### src/rtl/nvdla_tcdm_arbiter.sv
// Round-robin arbiter sharing one TCDM master port among N_REQ requesters.
// An in-order ID FIFO routes each response back to the requester that issued it.
module nvdla_tcdm_arbiter #(
  parameter int N_REQ   = 3,
  parameter int ADDR_W  = 32,
  parameter int DATA_W  = 32,
  parameter int MAX_OUT = 4,
  localparam int IW     = $clog2(N_REQ),
  localparam int CW     = $clog2(MAX_OUT + 1),
  localparam int BW     = DATA_W / 8
) (
  input  logic                           clk_i,
  input  logic                           rst_i,
  input  logic                           clear_i,
  input  logic [N_REQ-1:0]               in_req_i,
  output logic [N_REQ-1:0]               in_gnt_o,
  input  logic [N_REQ-1:0][ADDR_W-1:0]   in_add_i,
  input  logic [N_REQ-1:0]               in_wen_i,
  input  logic [N_REQ-1:0][BW-1:0]       in_be_i,
  input  logic [N_REQ-1:0][DATA_W-1:0]   in_data_i,
  output logic [DATA_W-1:0]              in_r_data_o,
  output logic [N_REQ-1:0]               in_r_valid_o,
  output logic                           out_req_o,
  output logic [ADDR_W-1:0]              out_add_o,
  output logic                           out_wen_o,
  output logic [BW-1:0]                  out_be_o,
  output logic [DATA_W-1:0]              out_data_o,
  input  logic                           out_gnt_i,
  input  logic [DATA_W-1:0]              out_r_data_i,
  input  logic                           out_r_valid_i,
  output logic [CW-1:0]                  outstanding_o,
  output logic                           err_o
);

  localparam int PW = (MAX_OUT > 1) ? $clog2(MAX_OUT) : 1;
  localparam logic [N_REQ-1:0] ONE_HOT0 = {{(N_REQ-1){1'b0}}, 1'b1};

  logic [IW-1:0] ptr, lidx, sel, nxt_ptr, head;
  logic          lock, any_req, full, issue, stall, pop;
  logic [IW-1:0] id_mem [MAX_OUT];
  logic [PW-1:0] wr_ptr, rd_ptr;
  logic [CW-1:0] count;
  logic          err;

  function automatic logic [PW-1:0] fifo_inc(input logic [PW-1:0] p);
    return (p == PW'(MAX_OUT - 1)) ? '0 : p + 1'b1;
  endfunction

  // Selection: a stalled requester keeps the port; otherwise search upward from ptr.
  always_comb begin
    logic          found;
    logic [IW-1:0] cand;
    int            c;
    sel   = ptr;
    found = 1'b0;
    cand  = '0;
    c     = 0;
    if (lock && in_req_i[lidx]) begin
      sel   = lidx;
      found = 1'b1;
    end
    for (int i = 0; i < N_REQ; i++) begin
      c = int'(ptr) + i;
      if (c >= N_REQ) c = c - N_REQ;
      cand = IW'(c);
      if (!found && in_req_i[cand]) begin
        sel   = cand;
        found = 1'b1;
      end
    end
  end

  assign any_req   = |in_req_i;
  assign full      = (count == CW'(MAX_OUT));
  assign out_req_o = any_req & ~full;
  assign issue     = out_req_o & out_gnt_i;
  assign stall     = out_req_o & ~out_gnt_i;
  assign in_gnt_o  = issue ? (ONE_HOT0 << sel) : '0;
  assign nxt_ptr   = (sel == IW'(N_REQ - 1)) ? '0 : sel + 1'b1;

  always_comb begin
    out_add_o  = '0;
    out_wen_o  = 1'b0;
    out_be_o   = '0;
    out_data_o = '0;
    if (any_req) begin
      out_add_o  = in_add_i[sel];
      out_wen_o  = in_wen_i[sel];
      out_be_o   = in_be_i[sel];
      out_data_o = in_data_i[sel];
    end
  end

  // Response routing from the registered FIFO head.
  assign pop           = out_r_valid_i & (count != '0);
  assign head          = id_mem[rd_ptr];
  assign in_r_valid_o  = pop ? (ONE_HOT0 << head) : '0;
  assign in_r_data_o   = out_r_data_i;
  assign outstanding_o = count;
  assign err_o         = err;

  always_ff @(posedge clk_i) begin
    if (rst_i || clear_i) begin
      ptr    <= '0;
      lock   <= 1'b0;
      lidx   <= '0;
      wr_ptr <= '0;
      rd_ptr <= '0;
      count  <= '0;
      err    <= 1'b0;
    end else begin
      if (issue) begin
        ptr    <= nxt_ptr;
        lock   <= 1'b0;
        wr_ptr <= fifo_inc(wr_ptr);
      end else if (stall) begin
        lock <= 1'b1;
        lidx <= sel;
      end else begin
        lock <= 1'b0;
      end
      if (pop) rd_ptr <= fifo_inc(rd_ptr);
      if (out_r_valid_i && (count == '0)) err <= 1'b1;
      case ({issue, pop})
        2'b10:   count <= count + 1'b1;
        2'b01:   count <= count - 1'b1;
        default: count <= count;
      endcase
    end
  end

  // ID storage carries no reset; occupancy is governed by the pointers and count.
  always_ff @(posedge clk_i) begin
    if (issue) id_mem[wr_ptr] <= sel;
  end

endmodule
### config.mk
export PLATFORM = sky130hd
export DESIGN_NAME = nvdla_tcdm_arbiter
export DESIGN_NICKNAME = d
export VERILOG_FILES = /design/src/rtl/nvdla_tcdm_arbiter.sv
export SDC_FILE = /design/constraint.sdc
export NUM_CORES = 1
export LEC_CHECK = 0
export ABC_AREA = 0
export BUFFER_PORTS_ARGS = -buffer_cell sky130_fd_sc_hd__buf_2
export CORE_AREA = 3 3 137 139
export CTS_BUF_LIST = sky130_fd_sc_hd__clkbuf_8
export DETAILED_ROUTE_END_ITERATION = 8
export DIE_AREA = 0 0 140 142
export MAX_ROUTING_LAYER = met4
export RECOVER_POWER = 100
export SLEW_MARGIN = 20
export SYNTH_ARGS = -nofsm -noshare
export SYNTH_HDL_FRONTEND = slang
export SYNTH_SLANG_ARGS = --single-unit
### constraint.sdc
create_clock -name clk_i -period 3.2 [get_ports clk_i]
set_input_delay 0.64 -clock clk_i [delete_from_list [all_inputs] [get_ports clk_i]]
set_output_delay 0.64 -clock clk_i [all_outputs]
set_load 0.02 [all_outputs]
=== After elaboration in Yosys (flattened, before gate mapping) ===
Memory sizes are Yosys's and may differ from the RTL's. A register that Yosys moved wholly into a read port is not among the register bits.
Index checks and enable logic that the tools add are counted.

* Bits in writable memories: 8
* Memories: 1
* Output and inout port bits: 112
* Bits in registers: 13

{| class="wikitable"
|+ Memory list
! name !! depth !! width !! read ports !! clocked after Yosys merged registers in !! wr ports !! line !! source
|-
| id_mem || 4 || 2 || 1 || 1 || 1 || 40 || <nowiki>logic [IW-1:0] id_mem [MAX_OUT];</nowiki>
|}

* Bitwise operators: 7
* $add $sub $neg: 10
* Equality and inequality tests: 6
* Shift-type cells: 2
* Multiplexer cells: 41
* Reductions and logical operators: 15
* Magnitude comparators: 8

{| class="wikitable"
|+ Operators with widths
! operator !! count
|-
| binary-select mux 32 bit (select 2 bit) || 2
|-
| 2-to-1 mux 32 bit || 4
|-
| 2-to-1 mux 2 bit || 12
|-
| less-than comparator 2 x 3 -> 1 bit (second input constant) || 5
|-
| 2-to-1 mux 1 bit || 12
|-
| binary-select mux 1 bit (select 2 bit) || 5
|-
| binary-select mux 4 bit (select 2 bit) || 1
|-
| equality test 2 bit (second input constant) || 4
|-
| 2-to-1 mux 4 bit || 2
|-
| adder 2 x 1 -> 2 bit (second input constant) || 3
|-
| greater-or-equal comparator 3 x 2 -> 1 bit (second input constant) || 2
|-
| 2-to-1 mux 3 bit || 2
|-
| case mux 3 bit (2 select lines) || 1
|-
| << shifter 1 x 2 -> 3 bit (first input constant) || 2
|-
| subtractor 2 bit (second input constant) || 3
|-
| logical AND 1 bit || 5
|-
| AND 1 bit || 4
|-
| adder 2 x 1 -> 3 bit (second input constant) || 1
|-
| adder 2 x 2 -> 3 bit (second input constant) || 1
|-
| adder 3 x 1 -> 3 bit (second input constant) || 1
|-
| equality test 3 bit (second input constant) || 1
|-
| logical NOT 1 bit || 3
|-
| logical NOT 3 bit || 1
|-
| inverter 1 bit || 3
|-
| 9 further kinds || 9
|}

=== Logic depth before layout (Yosys ltp) ===
* Word-level depth: 16
* Mapped depth: 12
* Gate-level depth less buffers: 10

=== Least setup slack after synthesis ===
No wires, ideal clock.

* Path type: register to output
* From: reg ptr[0]
* To: out out_add_o[10]
* Buffers on the path: 3
* Data arrival time: 2.584 ns
* Setup slack: -0.024 ns
* Stages on the path, launching flop included: 12
* Required time: 2.560 ns
* Cell sequence: dfxtp_1 > inv_1 > ha_1 > buf_2 > mux2_1 > a32oi_1 > nand4b_1 > a31oi_1 > buf_2 > buf_2 > a21oi_1 > o2bb2ai_1

* Longest elaborated chain between the ends: 15
* Elaborated cells on any way between the ends: 31
* Classes of those cells: add/sub (5); order compare (3); mux (18); reduce/logical (5)

{| class="wikitable"
|+ Ends and longest elaborated chain
! element !! line !! source
|-
| from (decl) || 38 || <nowiki>logic [IW-1:0] ptr, lidx, sel, nxt_ptr, head;</nowiki>
|-
| from (signal assigned) || 113 || <nowiki>ptr <= nxt_ptr;</nowiki>
|-
| parallel branches: the longest is 11 deep, another holds adder 2 x 1 -> 3 bit || - ||
|-
| 2-to-1 mux 2 bit * || 66 || <nowiki>if (!found && in_req_i[cand]) begin</nowiki>
|-
| binary-select mux 32 bit (select 2 bit) * || 87 || <nowiki>out_add_o = in_add_i[sel];</nowiki>
|-
| 2-to-1 mux 32 bit (not written as such) * || 87 ||
|-
| 2-to-1 mux 32 bit * || 86 || <nowiki>if (any_req) begin</nowiki>
|-
| to (decl) || 24 || <nowiki>output logic [ADDR_W-1:0] out_add_o,</nowiki>
|}

Every way passes the cells marked *. The select of a mux whose other input is x is not followed.

=== Final worst setup path ===
* From: reg ptr[0]
* To: out out_add_o[0]

Same word-level chain as after synthesis.

==> results.py <==
metrics = {
    "status": {
        "run_status": "finished with violations",
        "violations": "negative setup slack",
    },
    "flow_run": {
        "drv.max_cap_violation_count": 0,
    },
    "pwr": {
        "power_per_cell_area_mw_per_mm2": 365,
        "power.total_mw": 2.31,
        "static-leakage-power_nw": 2.79,
        "worst_ir_drop_vdd_uv": 212,
    },
    "global_routing": {
        "first_pass_grt_wire_length_um": 25100,
        "grt-ovfl-total": 0,
        "grt_start_max_net_pins": 77,
        "first_global_vias": 4407,
        "antenna_found_initial": 1,
        "grt_util_all_layers_pct": 16.6,
    },
    "clock_network": {
        "tritoncts.num_buffers": 3,
        "tritoncts": "yes",
        "cts_buffer_depth": 2,
        "clock-sinks": 23,
        "reg_clk_slew_reported_paths_ns": 0.08,
        "clock_tree.root_cell": "sky130_fd_sc_hd__clkbuf_8",
        "post_cts_hold_buffer_count": 0,
        "worst_skew_pair.late_latency_ns": 0.26,
        "cts_max_level": 1,
    },
    "timing": {
        "timing.final.hold_violations": 0,
        "setup_total_negative_slack_ns": -6.15,
        "worst_slew_pin_slew_ns": 0.778,
        "fmax_mhz": 300,
        "drv_slew": 0,
        "fin_ws_ns": -0.135,
        "final.min_clock_period_ns": 3.34,
        "unrepaired_setup_endpoints_after_global_routing": "true",
        "timing.final.setup_violations": 69,
        "post_route_skew_ns": 0.00106,
        "timing.max_slew.rel_slack_pct": 48.1,
        "final_min_period_over_clock_period_pct": 104,
    },
    "finish": {
        "drive_above_1_share_pct": 63.2,
        "synthToLayoutAreaGrowth_pct": 104,
        "layout_common_cells": "sky130_fd_sc_hd__buf_2, sky130_fd_sc_hd__a21oi_1, sky130_fd_sc_hd__buf_4, sky130_fd_sc_hd__buf_6, sky130_fd_sc_hd__o2bb2ai_1",
        "layout.cells.most_common": "sky130_fd_sc_hd__buf_2",
        "finalNetCount": 987,
        "finish.instance_area_mm2": 0.00633,
    },
    "worst_setup_path": {
        "timing_worst_setup_path_type": "register to primary output",
        "critical_path.endpoint_type": "primary output",
        "r2r_end": "ptr[1]",
        "worst-r2r-cell-count": 13,
        "timing.critical_path.fanout_max": 76,
        "worst_setup_path_start_kind": "register",
        "crit-reg2reg-launch": "ptr[0]",
        "critical_path_arrival_ns": 2.70,
        "rrSetupSlack_ns": 0.80,
        "cp_data_required_time_ns": 2.56,
    },
    "floorplan": {
        "design.core.area_mm2": 0.0178,
        "num_rows": 49,
        "initial_core_util_pct": 17.4,
        "die-width_um": 140,
        "die-height_um": 142,
        "io_pins": 359,
        "floorplan.die_area_mm2": 0.0199,
    },
    "yosys": {
        "synthDistinctLibCells": 48,
        "synth.yosys.seq_area_share_pct": 17.4,
        "synth_seq_cells": 23,
        "avg_cell_area_syn_um2": 7.28,
        "synth-warning-count": 0,
        "syn-cell-area_mm2": 0.00310,
        "netlist_instances": 426,
        "mappedNetlistNets": 683,
    },
    "placement": {
        "final_hpwl_dp_um": 13600,
        "placed_area_mm2": 0.00504,
        "buffer_ports.inserted": 294,
        "place_congestion": 0.845,
    },
    "detailed_routing": {
        "antenna_violating_nets_post_route": 0,
        "post_drt_via_cell_ratio": 4.73,
        "dr_pass1_iterations": 4,
        "route.final.wire_length_um": 18800,
        "post-route-drc-count": 0,
        "routed-via-count": 4538,
        "detailedRoute.firstIterationViolations": 201,
        "wire_per_inst_um": 19.6,
    },
    "worst_hold_path": {
        "hold_path_startpoint": "err_o",
        "hold_end": "err_o",
        "classification_of_the_worst_slack_hold_path": "register to register",
        "hold_depth": 2,
    },
}
## cell families after synthesis
kind of cell / after synthesis / synth area share [%]
compound gates: 240 / 48.9
buf+inv: 87 / 15.5
flops: 23 / 17.4
simple gates: 58 / 10.6
xor+xnor: 2 / 0.565
fa+ha+maj: 10 / 4.28
mux: 6 / 2.78
## worst max path at each step
stage / end / start / slack (ns)
finish: out_add_o[0] / ptr[0] / -0.14
global route: out_data_o[25] / ptr[0] / -0.23
floorplan: out_add_o[6] / in_req_i[1] / -0.02
global placement: out_data_o[7] / in_req_i[1] / -0.26
detailed placement: out_data_o[7] / in_req_i[1] / -0.23
CTS: out_add_o[15] / ptr[0] / -0.12
## layer usage
metal | vias up | share of wire, % | track usage (%)
met3 | 39 | 11 | 5.88
met5 | - | 0 | -
met4 | 0 | 2.0 | 4.13
met2 | 220 | 47 | 26.4
met1 | 2087 | 40 | 20.2
li1 | 2192 | - | -
## through the flow
| stage | hold WS (ns) | setup WS, ns | instances | utilization [%] |
|---|---|---|---|---|
| final | 0.477 | -0.135 | 959 | 35.6 |
| after global placement | 0.443 | -0.260 | 926 | 28.3 |
| after CTS | 0.476 | -0.125 | 949 | 33.7 |
| after detailed placement | 0.457 | -0.232 | 926 | 28.3 |
| after floorplan | 0.454 | -0.0215 | 426 | - |
| after global routing | 0.513 | -0.233 | 959 | 35.6 |
## synthesized netlist by cell type (all sizes together)
cell     number  area share, %
a222oi        1           0.32
o21ai         5           0.81
a32oi         1           0.28
dfxtp        15            9.7
xor2          2           0.57
a31oi         2           0.40
a21oi       150             24
nand3b        2           0.48
nor3          7            1.5
nor2         14            1.7
a21boi        2           0.48
or4           1           0.24
mux2i         3           0.97
nand2         8           0.97
a22o          1           0.28
nor2b         6            1.2
a22oi         1           0.24
fa            1           0.65
a21o          1           0.24
nand4b        1           0.28
nand2b        3           0.61
nor4bb        1           0.32
edfxtp        8            7.7
and2          1           0.20
or2           2           0.40
o2bb2ai      69             19
nand4         1           0.20
buf          54             11
ha            9            3.6
a31o          2           0.57
and3          4           0.81
clkbuf       21            2.6
or3           1           0.20
mux4          2            1.5
o221ai        1           0.28
nand3         2           0.32
o31ai         1           0.24
inv          12            1.5
a211oi        3           0.89
and4b         2           0.65
mux2          1           0.36
nor3b         2           0.48
## layout make-up
cell class | instances | area [µm²]
Multi-Input combinational cell | 316 | 2560
Clock inverter | 1 | 3.75
Fill cell | 1842 | 11400
Antenna cell | 1 | 2.50
Tap cell | 229 | 287
Timing Repair Buffer | 374 | 2850
Clock buffer | 3 | 41.3
Inverter | 12 | 47.5
Sequential cell | 23 | 546
## timing repair
| item | in CTS | in global routing |
|---|---|---|
| pin swaps | 13 | 8 |
| resized for setup | 153 | 45 |
| buffers inserted | 13 | 5 |
| endpoints found under the setup margin | 70 | 71 |
| cloned | 7 | 5 |
## critical path: stages, from the launching register on
cell and delay [ns]:
sky130_fd_sc_hd__dfxtp_2 0.34, sky130_fd_sc_hd__buf_6 0.11, sky130_fd_sc_hd__ha_4 0.18, sky130_fd_sc_hd__a22o_1 0.24, sky130_fd_sc_hd__or4_4 0.44, sky130_fd_sc_hd__nand4_1 0.17, sky130_fd_sc_hd__o31ai_4 0.12, sky130_fd_sc_hd__buf_12 0.20
sky130_fd_sc_hd__a21oi_1 0.28, sky130_fd_sc_hd__o2bb2ai_2 0.10, sky130_fd_sc_hd__buf_4 0.16
## flip-flops by register name, indices dropped and copies added (netlist names), named ones only
signal and count:
lidx 2, outstanding_o 3, id_mem 8, rd_ptr 2, lock 1, ptr 2, err_o 1, wr_ptr 2
## where the power goes
group,internal (mW),switching (mW)
Combinational,0.877,0.941
Sequential,0.315,0.00830
Clock,0.0855,0.0859
Total,1.28,1.04
Power figures use the tool's default switching activity.
